==> config.mk <==
export PLATFORM = sky130hd
export DESIGN_NAME = st_frame_sequencer
export DESIGN_NICKNAME = d
export VERILOG_FILES = /design/src/rtl/ser_pkg.sv /design/src/rtl/manch_enc.sv /design/src/rtl/st_frame_sequencer.sv
export SDC_FILE = /design/constraint.sdc
export NUM_CORES = 1
export LEC_CHECK = 0
export ABC_AREA = 1
export CAP_MARGIN = 20
export CORE_UTILIZATION = 55
export DETAILED_ROUTE_END_ITERATION = 16
export GPL_TIMING_DRIVEN = 0
export PLACE_DENSITY_LB_ADDON = 0.3
export SLEW_MARGIN = 20
export SYNTH_ARGS = -nofsm -noshare
export SYNTH_HDL_FRONTEND = slang
export SYNTH_SLANG_ARGS = --single-unit
==> constraint.sdc <==
create_clock -name clk -period 3.3 [get_ports clk]
set_input_delay 0.66 -clock clk [delete_from_list [all_inputs] [get_ports clk]]
set_output_delay 0.66 -clock clk [all_outputs]
set_load 0.02 [all_outputs]
==> src/rtl/ser_pkg.sv <==
// Shared types and constants for the serial frame sequencer and its line coder.
package ser_pkg;

    typedef enum logic [1:0] {IDLE, START, DATA, STOP} ser_state_e;

    localparam int START_HALVES = 2;
    localparam int STOP_HALVES  = 2;

    function automatic int frame_tacts(input int nbit);
        return 2 * nbit + START_HALVES + STOP_HALVES;
    endfunction

endpackage

==> src/rtl/manch_enc.sv <==
// Manchester line coder: maps a data bit and its half-bit position to the line level.
module manch_enc (
    input  logic bit_val,
    input  logic second_half,
    output logic level
);

    // First half carries the complement, second half the bit itself.
    assign level = second_half ? bit_val : ~bit_val;

endmodule

==> src/rtl/st_frame_sequencer.sv <==
// Sends one Manchester-coded frame (start, NBIT data bits, stop) per accepted ce_st strobe.
module st_frame_sequencer
    import ser_pkg::*;
#(
    parameter int NBIT      = 8,
    parameter int ST_TACTS  = 100,
    parameter bit MSB_FIRST = 1'b1
) (
    input  logic            clk,
    input  logic            rst_n,
    input  logic            ce_tact,
    input  logic            ce_st,
    input  logic            tx_req,
    input  logic [NBIT-1:0] tx_data,
    output logic            tx_ack,
    output logic            txd,
    output logic            busy,
    output logic            frame_done,
    output logic            st_miss
);

    localparam int HW = $clog2(2 * NBIT);
    localparam logic [HW-1:0] HALF_LAST  = HW'(2 * NBIT - 1);
    localparam logic [HW-1:0] START_LAST = HW'(START_HALVES - 1);
    localparam logic [HW-1:0] STOP_LAST  = HW'(STOP_HALVES - 1);

    if (NBIT < 1 || NBIT > 32 || frame_tacts(NBIT) > ST_TACTS) begin : g_param_check
        $error("st_frame_sequencer: NBIT out of range or frame longer than the ce_st period");
    end

    ser_state_e      state, state_nx;
    logic [HW-1:0]   half, half_nx;
    logic [NBIT-1:0] shreg, shreg_nx;
    logic            done_nx;
    logic            txd_nx;
    logic            start_ok;
    logic            cur_bit;
    logic            enc_level;

    // A strobe is accepted only from IDLE with a pending request; anything else is a miss.
    assign start_ok = (state == IDLE) && ce_st && tx_req;
    assign tx_ack   = rst_n && start_ok;
    assign st_miss  = rst_n && ce_st && !start_ok;

    always_comb begin
        state_nx = state;
        half_nx  = half;
        shreg_nx = shreg;
        done_nx  = 1'b0;
        case (state)
            IDLE: begin
                if (start_ok) begin
                    state_nx = START;
                    half_nx  = '0;
                    shreg_nx = tx_data;
                end
            end
            START: begin
                if (ce_tact) begin
                    if (half == START_LAST) begin
                        state_nx = DATA;
                        half_nx  = '0;
                    end else begin
                        half_nx = half + HW'(1);
                    end
                end
            end
            DATA: begin
                if (ce_tact) begin
                    if (half == HALF_LAST) begin
                        state_nx = STOP;
                        half_nx  = '0;
                    end else begin
                        half_nx = half + HW'(1);
                        // Advance to the next bit at the end of its second half.
                        if (half[0]) begin
                            shreg_nx = MSB_FIRST ? (shreg << 1) : (shreg >> 1);
                        end
                    end
                end
            end
            STOP: begin
                if (ce_tact) begin
                    if (half == STOP_LAST) begin
                        state_nx = IDLE;
                        half_nx  = '0;
                        done_nx  = 1'b1;
                    end else begin
                        half_nx = half + HW'(1);
                    end
                end
            end
            default: state_nx = IDLE;
        endcase
    end

    assign cur_bit = MSB_FIRST ? shreg_nx[NBIT-1] : shreg_nx[0];

    manch_enc u_enc (
        .bit_val     (cur_bit),
        .second_half (half_nx[0]),
        .level       (enc_level)
    );

    // txd is registered from the next-state view so the line follows the state on the same edge.
    always_comb begin
        txd_nx = 1'b1;
        case (state_nx)
            START:   txd_nx = 1'b0;
            DATA:    txd_nx = enc_level;
            default: txd_nx = 1'b1;
        endcase
    end

    always_ff @(posedge clk) begin
        if (!rst_n) begin
            state      <= IDLE;
            half       <= '0;
            shreg      <= '0;
            txd        <= 1'b1;
            busy       <= 1'b0;
            frame_done <= 1'b0;
        end else begin
            state      <= state_nx;
            half       <= half_nx;
            shreg      <= shreg_nx;
            txd        <= txd_nx;
            busy       <= (state_nx != IDLE);
            frame_done <= done_nx;
        end
    end

endmodule

* Yosys cells after proc, flatten, opt, wreduce, memory -nomap -nowiden
Index checks and enable logic that the tools add are counted.
** Storage, ports and cells
- Output and inout bits :: 5
- Logic and storage cells :: 57
- Bits in registers :: 17
** Cells by class
- Bitwise operators :: 1
- Reductions and logical operators :: 13
- $add $sub $neg :: 1
- Multiplexer cells :: 22
- Eq/ne operators :: 12
** Operators with widths (count)
- $mux 8 :: 4
- $mux 4 :: 5
- $pmux 8 s2 :: 1
- $mux 2 :: 7
- $pmux 4 s3 :: 1
- $ne 2x2->1 const B :: 4
- $pmux 2 s4 :: 1
- $eq 2x2->1 const B :: 3
- $reduce_and 3->1 :: 2
- $logic_and 1x1->1 :: 5
- $reduce_and 5->1 :: 1
- $add 4x1->4 const B :: 1
- $eq 2x1->1 const B :: 2
- $eq 4x1->1 const B :: 1
- $eq 4x4->1 const B :: 1
- $reduce_bool 2->1 :: 2
- $logic_not 2->1 :: 1
- $mux 1 :: 2
- $ne 2x1->1 const B :: 1
- $pmux 1 s2 :: 1
- $reduce_or 2->1 :: 1
- $logic_not 1->1 :: 1
- $not 1->1 :: 1

* Longest topological paths before layout
Gate-level depths: netlist (run 1).
- Word-level depth :: 8
- Gate-level depth with buffers :: 12
- Gate-level depth less buffers :: 11

* Cells and area by module
A second synthesis (run 1) with hierarchy kept.
** Second synthesis, totals
- Cell total of the unflattened synthesis :: 155
- Area, all modules :: 1046.0 um^2
** Modules (own cells, without submodules)
- st_frame_sequencer :: instances 1, cells an instance 150, area an instance 1027.2 um^2, sequential area each 340.3 um^2
- manch_enc :: instances 1, cells an instance 5, area an instance 18.8 um^2, sequential area each 0.0 um^2

* Least setup slack after synthesis (run 1)
OpenSTA, ideal clock, no wires.
- Kind :: in2out
- Start :: in tx_req
- End :: out tx_ack
- Required time :: 2640 ps
- Path slack :: 1298 ps
- Data arrival time :: 1342 ps
- Stages on the path :: 5
- Path through :: nand2_1 nor2_4 buf_6 inv_4 nor2_1
** Between the ends
- Cells in the longest elaborated chain, start to end :: 2
** RTL lines
- start, declared :: line st_frame_sequencer.sv:13 : input logic tx_req,
- $logic_and 1x1->1 :: line st_frame_sequencer.sv:41 : assign start_ok = (state == IDLE) && ce_st && tx_req;
- $logic_and 1x1->1 :: line st_frame_sequencer.sv:42 : assign tx_ack = rst_n && start_ok;
- end, declared :: line st_frame_sequencer.sv:15 : output logic tx_ack,
No other way between the ends.

* Worst setup path after layout (run 1)
- Start :: in rst_n
- End :: out tx_ack
** Between the ends
- Cells in the longest elaborated chain, start to end :: 1
** RTL lines
- start, declared :: line st_frame_sequencer.sv:10 : input logic rst_n,
- $logic_and 1x1->1 :: line st_frame_sequencer.sv:42
No other way between the ends.

==> results by group, run 1 <==
GRT
  • Largest net degree at the start of global routing: 11
  • Initial antenna violation count: 0
  • First-pass GRT wire length: 3.64 mm
  • GRT Residual Overflow: 0
  • Total GRT Usage: 24.3%
  • Vias in the first global route: 893

Routing
  • Vias/cell: 5.26
  • Drt total wl: 2.17 mm
  • Remaining antenna violation count after routing: 0
  • DRC: 0
  • Wirelength per Cell: 11.7 um
  • DR pass1 iterations: 4
  • Routed vias: 973
  • Starting DRT DRC Count: 9

STA
  • Final TNS setup: 0 ns
  • Worst Skew: 0.00443 ns
  • RSZ-0062 raised after global routing: false
  • Post-route minimum period: 3.11 ns
  • Slew Viols, Final: 0
  • Final hold slack: 0.480 ns
  • Period utilisation layout: 94.3%
  • Final hold violation count: 0
  • Fmax: 321 MHz
  • Final number of setup-violating endpoints: 0
  • Max-slew headroom at the worst pin: 67.1%
  • Tightest Pin Transition: 0.493 ns

Critical path
  • Setup CP Type: input pin to output port
  • Setup crit end kind: output port
  • Reg2Reg Setup Slack: 1.62 ns
  • Critical Path AT: 2.45 ns
  • Crit path launch type: input pin
  • Required @ worst endpoint: 2.64 ns
  • Crit path max fanout: 10

Synth
  • Ranking of synthesized cells by area: dfxtp_1 (34%), nand2_1 (14%), nor2_4 (5.5%), nand3_1 (5.4%), nor2_1 (4.1%)
  • FF+latch count, synth: 17
  • Yosys warns: 0
  • Synthesized area: 1010 um^2
  • Synth Area per Inst: 7.25 um^2
  • Sequential fraction of the synthesis area: 33.5%
  • Count of cell types in the netlist: 27
  • Syn Nets: 155
  • Post-Syn Instances: 140
  • Top-area cell type share of the netlist area: 33.5%
  • Area leader, netlist: dfxtp_1

Finish
  • Layout cell share with drive strength beyond 1: 20.6%
  • Diodes inserted: 0
  • Commonest cells after routing, fill and taps aside: nand2_1 (38), dfxtp_1 (17), clkdlybuf4s50_1 (16)
  • Commonest non-fill, non-tap cell in the layout: nand2_1
  • Seq. cell area: 340 um^2
  • Final nets: 176
  • Multi-input gate area: 562 um^2
  • P&R area growth vs syn: 21.5%
  • Fillers: 155

CTS
  • CTS buffer count: 3
  • CTS tree: yes
  • H-tree depth: 1
  • Clk buf depth: 2
  • Worst-path clk slew: 0.10 ns
  • Clk sinks: 17
  • CTS Hold Bufs: 0
  • Worst skew pair latency: 0.29 ns
  • Post_cts resized: 0
  • Post-CTS Setup Bufs: 0
  • CTS root buf: clkbuf_4

Die
  • Core area: 1730 um^2
  • Starting Density: 58.8%
  • I/O pin count: 18
  • Die footprint: 2020 um^2
  • Die extent in x: 45.0 um
  • Die height: 45.0 um
  • Rows: 15

Run
  • MaxCap Viol Count: 0

Power
  • Pleak: 0.000498 uW
  • Pwr dens: 340 nW/um^2
  • VDD IR max: 0.342 mV

Status
  • Status: finished, final reports clean

Hold path
  • Worst hold path class: flip-flop to flip-flop

Place
  • Port Buffers: 16
  • Routability Congestion: 0.787
  • Hpwl dp: 1.65 mm
cell families after synthesis:
kind of cell,after synthesis,synth area share [%]
adders and majority gates,2,2.47
and+or+nand+nor,81,40.9
DFF,17,33.5
AOI/OAI and AO/OA,17,11.1
buffers and inverters,22,11.1
xor gates and xnor gates,1,0.863
path summary, 6_finish.rpt:
kind                         startpoint                     to  cells past startpoint
setup / recovery                  rst_n                 tx_ack                      5
hold / removal    shreg[0]$_SDFFE_PN0P_  shreg[0]$_SDFFE_PN0P_                      2
setup reg to reg     half[0]$_SDFF_PN0_         txd$_SDFF_PN1_                     11
hold reg to reg   shreg[0]$_SDFFE_PN0P_  shreg[0]$_SDFFE_PN0P_                      2
stage by stage:
stage	instances	power, uW	util [%]	instance area (um^2)	setup WS (ns)
global route	185	435	71.4	1230	0.0747
finish	185	418	71.4	1230	0.189
global placement	181	308	69.9	1210	0.234
CTS	185	421	71.4	1230	0.202
detailed placement	181	311	69.9	1210	0.217
floorplan	140	280	-	1010	1.30
metal layers:
metal / global-route usage (%) / vias to the layer above / part of all wire [%]
met5: 0 / - / 0
met4: 11.5 / 0 / 1.9
met3: 3.60 / 4 / 4.1
met2: 40.9 / 20 / 49
met1: 30.1 / 455 / 45
li1: - / 494 / -
critical path: stages:
cell	delay, ns
clkdlybuf4s50_1	0.47
inv_1	0.22
clkbuf_1	0.43
nor2_1	0.11
clkdlybuf4s50_1	0.57
sequential cells by signal, indices dropped and copies added, names as in the netlist:
signal and flops:
state 2, txd 1, half 4, frame_done 1, shreg 8, busy 1
cells in the mapped netlist (all sizes together):
cell type / count
nand2: 42
nand3b: 1
inv: 16
nor3: 1
nand4: 4
nor2: 18
dfxtp: 17
a21oi: 6
clkbuf: 1
ha: 2
a31oi: 6
a31o: 1
nand3: 15
o21ai: 2
buf: 4
o22ai: 2
clkinv: 1
xnor2: 1
report_power, final:
group | internal (uW) | switching (uW)
Clock | 47.0 | 65.0
Sequential | 214 | 4.90
Combinational | 39.6 | 48.2
Total | 300 | 118
cell type report:
| cell class | count | share of cell area, % |
|---|---|---|
| plain buffers | 5 | 3.65 |
| repair buffers | 16 | 13.0 |
| multi-input cells | 101 | 45.6 |
| flip-flops and latches | 17 | 27.6 |
| clock buffers | 4 | 2.13 |
| well taps | 25 | 2.54 |
| inverters | 17 | 5.48 |
No activity file was read; power rests on OpenSTA's default activity.
==> inputs of run 2 (changes only) <==
--- a/config.mk
+++ b/config.mk
@@ -6,11 +6,11 @@
 export NUM_CORES = 1
 export LEC_CHECK = 0
 export ABC_AREA = 1
-export CAP_MARGIN = 20
 export CORE_UTILIZATION = 55
 export DETAILED_ROUTE_END_ITERATION = 16
 export GPL_TIMING_DRIVEN = 0
 export PLACE_DENSITY_LB_ADDON = 0.3
+export RECOVER_POWER = 100
 export SLEW_MARGIN = 20
 export SYNTH_ARGS = -nofsm -noshare
 export SYNTH_HDL_FRONTEND = slang
==> run 2 against run 1 <==
Effect of this change: wire length shrank 0.97%; cell area shrank 2.3%; sequential share of layout area grew 0.66 points; hold slack gained 0.0025 ns; final cell count is the same; largest cell class unchanged; highest routed layer unchanged.
==> results by group, run 2 (synthesized netlist as in run 1, its figures left out) <==
Critical path
  • WP buf/inv: 4
  • Worst path max stage delay: 0.56 ns
  • Reg2Reg Setup Slack: 1.47 ns
  • Crit path max fanout: 10
  • Required @ worst endpoint: 2.64 ns
  • CP max stage cell: clkdlybuf4s50_1
  • Cell with the most instances on the worst path: clkdlybuf4s50_1
  • Crit-path cells: clkdlybuf4s50_1, inv_1, clkbuf_1, nor2_1, clkdlybuf4s50_1
  • Setup crit end: tx_ack
  • Crit path launch type: input pin
  • Cell family with most CP delay: buffers and inverters
  • Setup CP Type: input pin to output port
  • Reg-to-reg endpoint: shreg[4]$_SDFFE_PN0P_
  • Worst Setup SP: rst_n
  • WP depth: 5
  • Reg2Reg Depth: 6
  • Setup crit end kind: output port
  • Critical Path AT: 2.45 ns
  • Worst r2r src: half[0]$_SDFF_PN0_

Power
  • Clk pwr share: 27.1%
  • Combinational power share: 20.0%
  • Flop pwr share: 52.9%
  • Pwr dens: 343 nW/um^2
  • P_sw: 116 uW
  • Internal: 297 uW
  • Pleak: 0.000497 uW
  • VDD IR max: 0.343 mV
  • Sw Ratio: 28.0%

Finish
  • Commonest cells after routing, fill and taps aside: nand2_1 (39), dfxtp_1 (17), nor2_1 (12), nand3_1 (12), clkdlybuf4s50_1 (11)
  • P&R area growth vs syn: 18.6%
  • Layout cell share with drive strength beyond 1: 17.5%
  • Biggest register: shreg
  • Largest register FFs: 8
  • Commonest non-fill, non-tap cell in the layout: nand2_1
  • Diodes inserted: 0
  • Final nets: 176
  • Non-filler cells, final: 185
  • Largest registers: shreg: 8 flops, half: 4 flops, state: 2 flops

Run
  • MaxCap Viol Count: 0

CTS
  • H-tree depth: 1
  • Clk buf depth: 2
  • CTS buffer count: 3
  • CTS root buf: clkbuf_4
  • Worst skew pair latency: 0.29 ns
  • CTS tree: yes
  • Clk sinks: 17
  • Worst-path clk slew: 0.10 ns
  • Post_cts resized: 0
  • CTS Hold Bufs: 0
  • Post-CTS Setup Bufs: 0

GRT
  • GRT Residual Overflow: 0
  • Largest net degree at the start of global routing: 11
  • Total GRT Usage: 24.3%
  • First-pass GRT wire length: 3.64 mm
  • Vias in the first global route: 893
  • Initial antenna violation count: 0

Routing
  • Vias/cell: 5.28
  • Drt total wl: 2.15 mm
  • Remaining antenna violation count after routing: 0
  • Routed vias: 976
  • Starting DRT DRC Count: 10
  • DRC: 0
  • DR pass1 iterations: 4
  • Wirelength per Cell: 11.6 um

STA
  • Slew Viols, Final: 0
  • Period utilisation layout: 94.3%
  • Post-route minimum period: 3.11 ns
  • Worst Skew: 0.00124 ns
  • Tightest Pin Transition: 0.551 ns
  • Slack of the critical path: 0.188 ns
  • Max-slew headroom at the worst pin: 63.3%
  • Final hold violation count: 0
  • Final number of setup-violating endpoints: 0
  • Final TNS setup: 0 ns
  • Fmax: 321 MHz
  • RSZ-0062 raised after global routing: false

Place
  • Routability Congestion: 0.787
  • Dpl ws: 0.217 ns
  • Hpwl dp: 1.65 mm
  • Port Buffers: 16
  • Placed cell count: 181

Die
  • Starting Density: 58.8%
  • Die extent in x: 45.0 um
  • Die footprint: 2020 um^2
  • Die height: 45.0 um
  • Core area: 1730 um^2
  • Rows: 15
  • I/O pin count: 18

Hold path
  • Worst hold path class: flip-flop to flip-flop
  • Worst hold start: shreg[6]$_SDFFE_PN0P_

Status
  • Status: finished, final reports clean
[run 2: layout make-up]
cell class / instances / area (um^2)
flip-flops and latches: 17 / 340
plain buffers: 5 / 45.0
fillers: 159 / 523
inverters: 17 / 67.6
repair buffers: 16 / 160
clock buffers: 4 / 26.3
multi-input cells: 101 / 533
well taps: 25 / 31.3
[run 2: per-layer routing]
metal | wire (um) | up-vias | GRT usage (%) | share of wire [%]
li1 | - | 494 | - | -
met1 | 959 | 452 | 30.1 | 45
met2 | 1040 | 26 | 40.9 | 49
met3 | 103 | 4 | 3.60 | 4.8
met4 | 42 | 0 | 11.5 | 2.0
met5 | 0 | - | 0 | 0
[run 2: worst min path at each step]
stage               depth (start not counted)  slack, ns                     to
floorplan                                   2       0.44  shreg[0]$_SDFFE_PN0P_
global placement                            2       0.45  shreg[0]$_SDFFE_PN0P_
detailed placement                          2       0.46  shreg[0]$_SDFFE_PN0P_
CTS                                         2       0.48  shreg[0]$_SDFFE_PN0P_
global route                                2       0.50  shreg[6]$_SDFFE_PN0P_
finish                                      2       0.48  shreg[6]$_SDFFE_PN0P_
[run 2: power by group through the flow]
stage / clock network, uW / registers, uW / logic (uW)
after floorplan: 0 / 225 / 54.4
after global routing: 118 / 220 / 91.9
after global placement: 0 / 223 / 84.9
after CTS: 114 / 219 / 88.1
after detailed placement: 0 / 223 / 87.5
final: 112 / 219 / 82.6
[run 2: per-stage QoR]
stage                     utilization, %  cell area (um^2)  hold slack, ns  total power [uW]
after floorplan                        -              1010           0.440               280
after global placement              69.9              1210           0.450               308
after detailed placement            69.9              1210           0.461               311
after CTS                           71.4              1230           0.481               421
after global routing                69.7              1200           0.503               429
final                               69.7              1200           0.482               413
[run 2: worst min-delay path: stages, from the launching register on]
cell     delay (ns)
dfxtp_1        0.32
nand2_1        0.06
a31oi_1        0.06
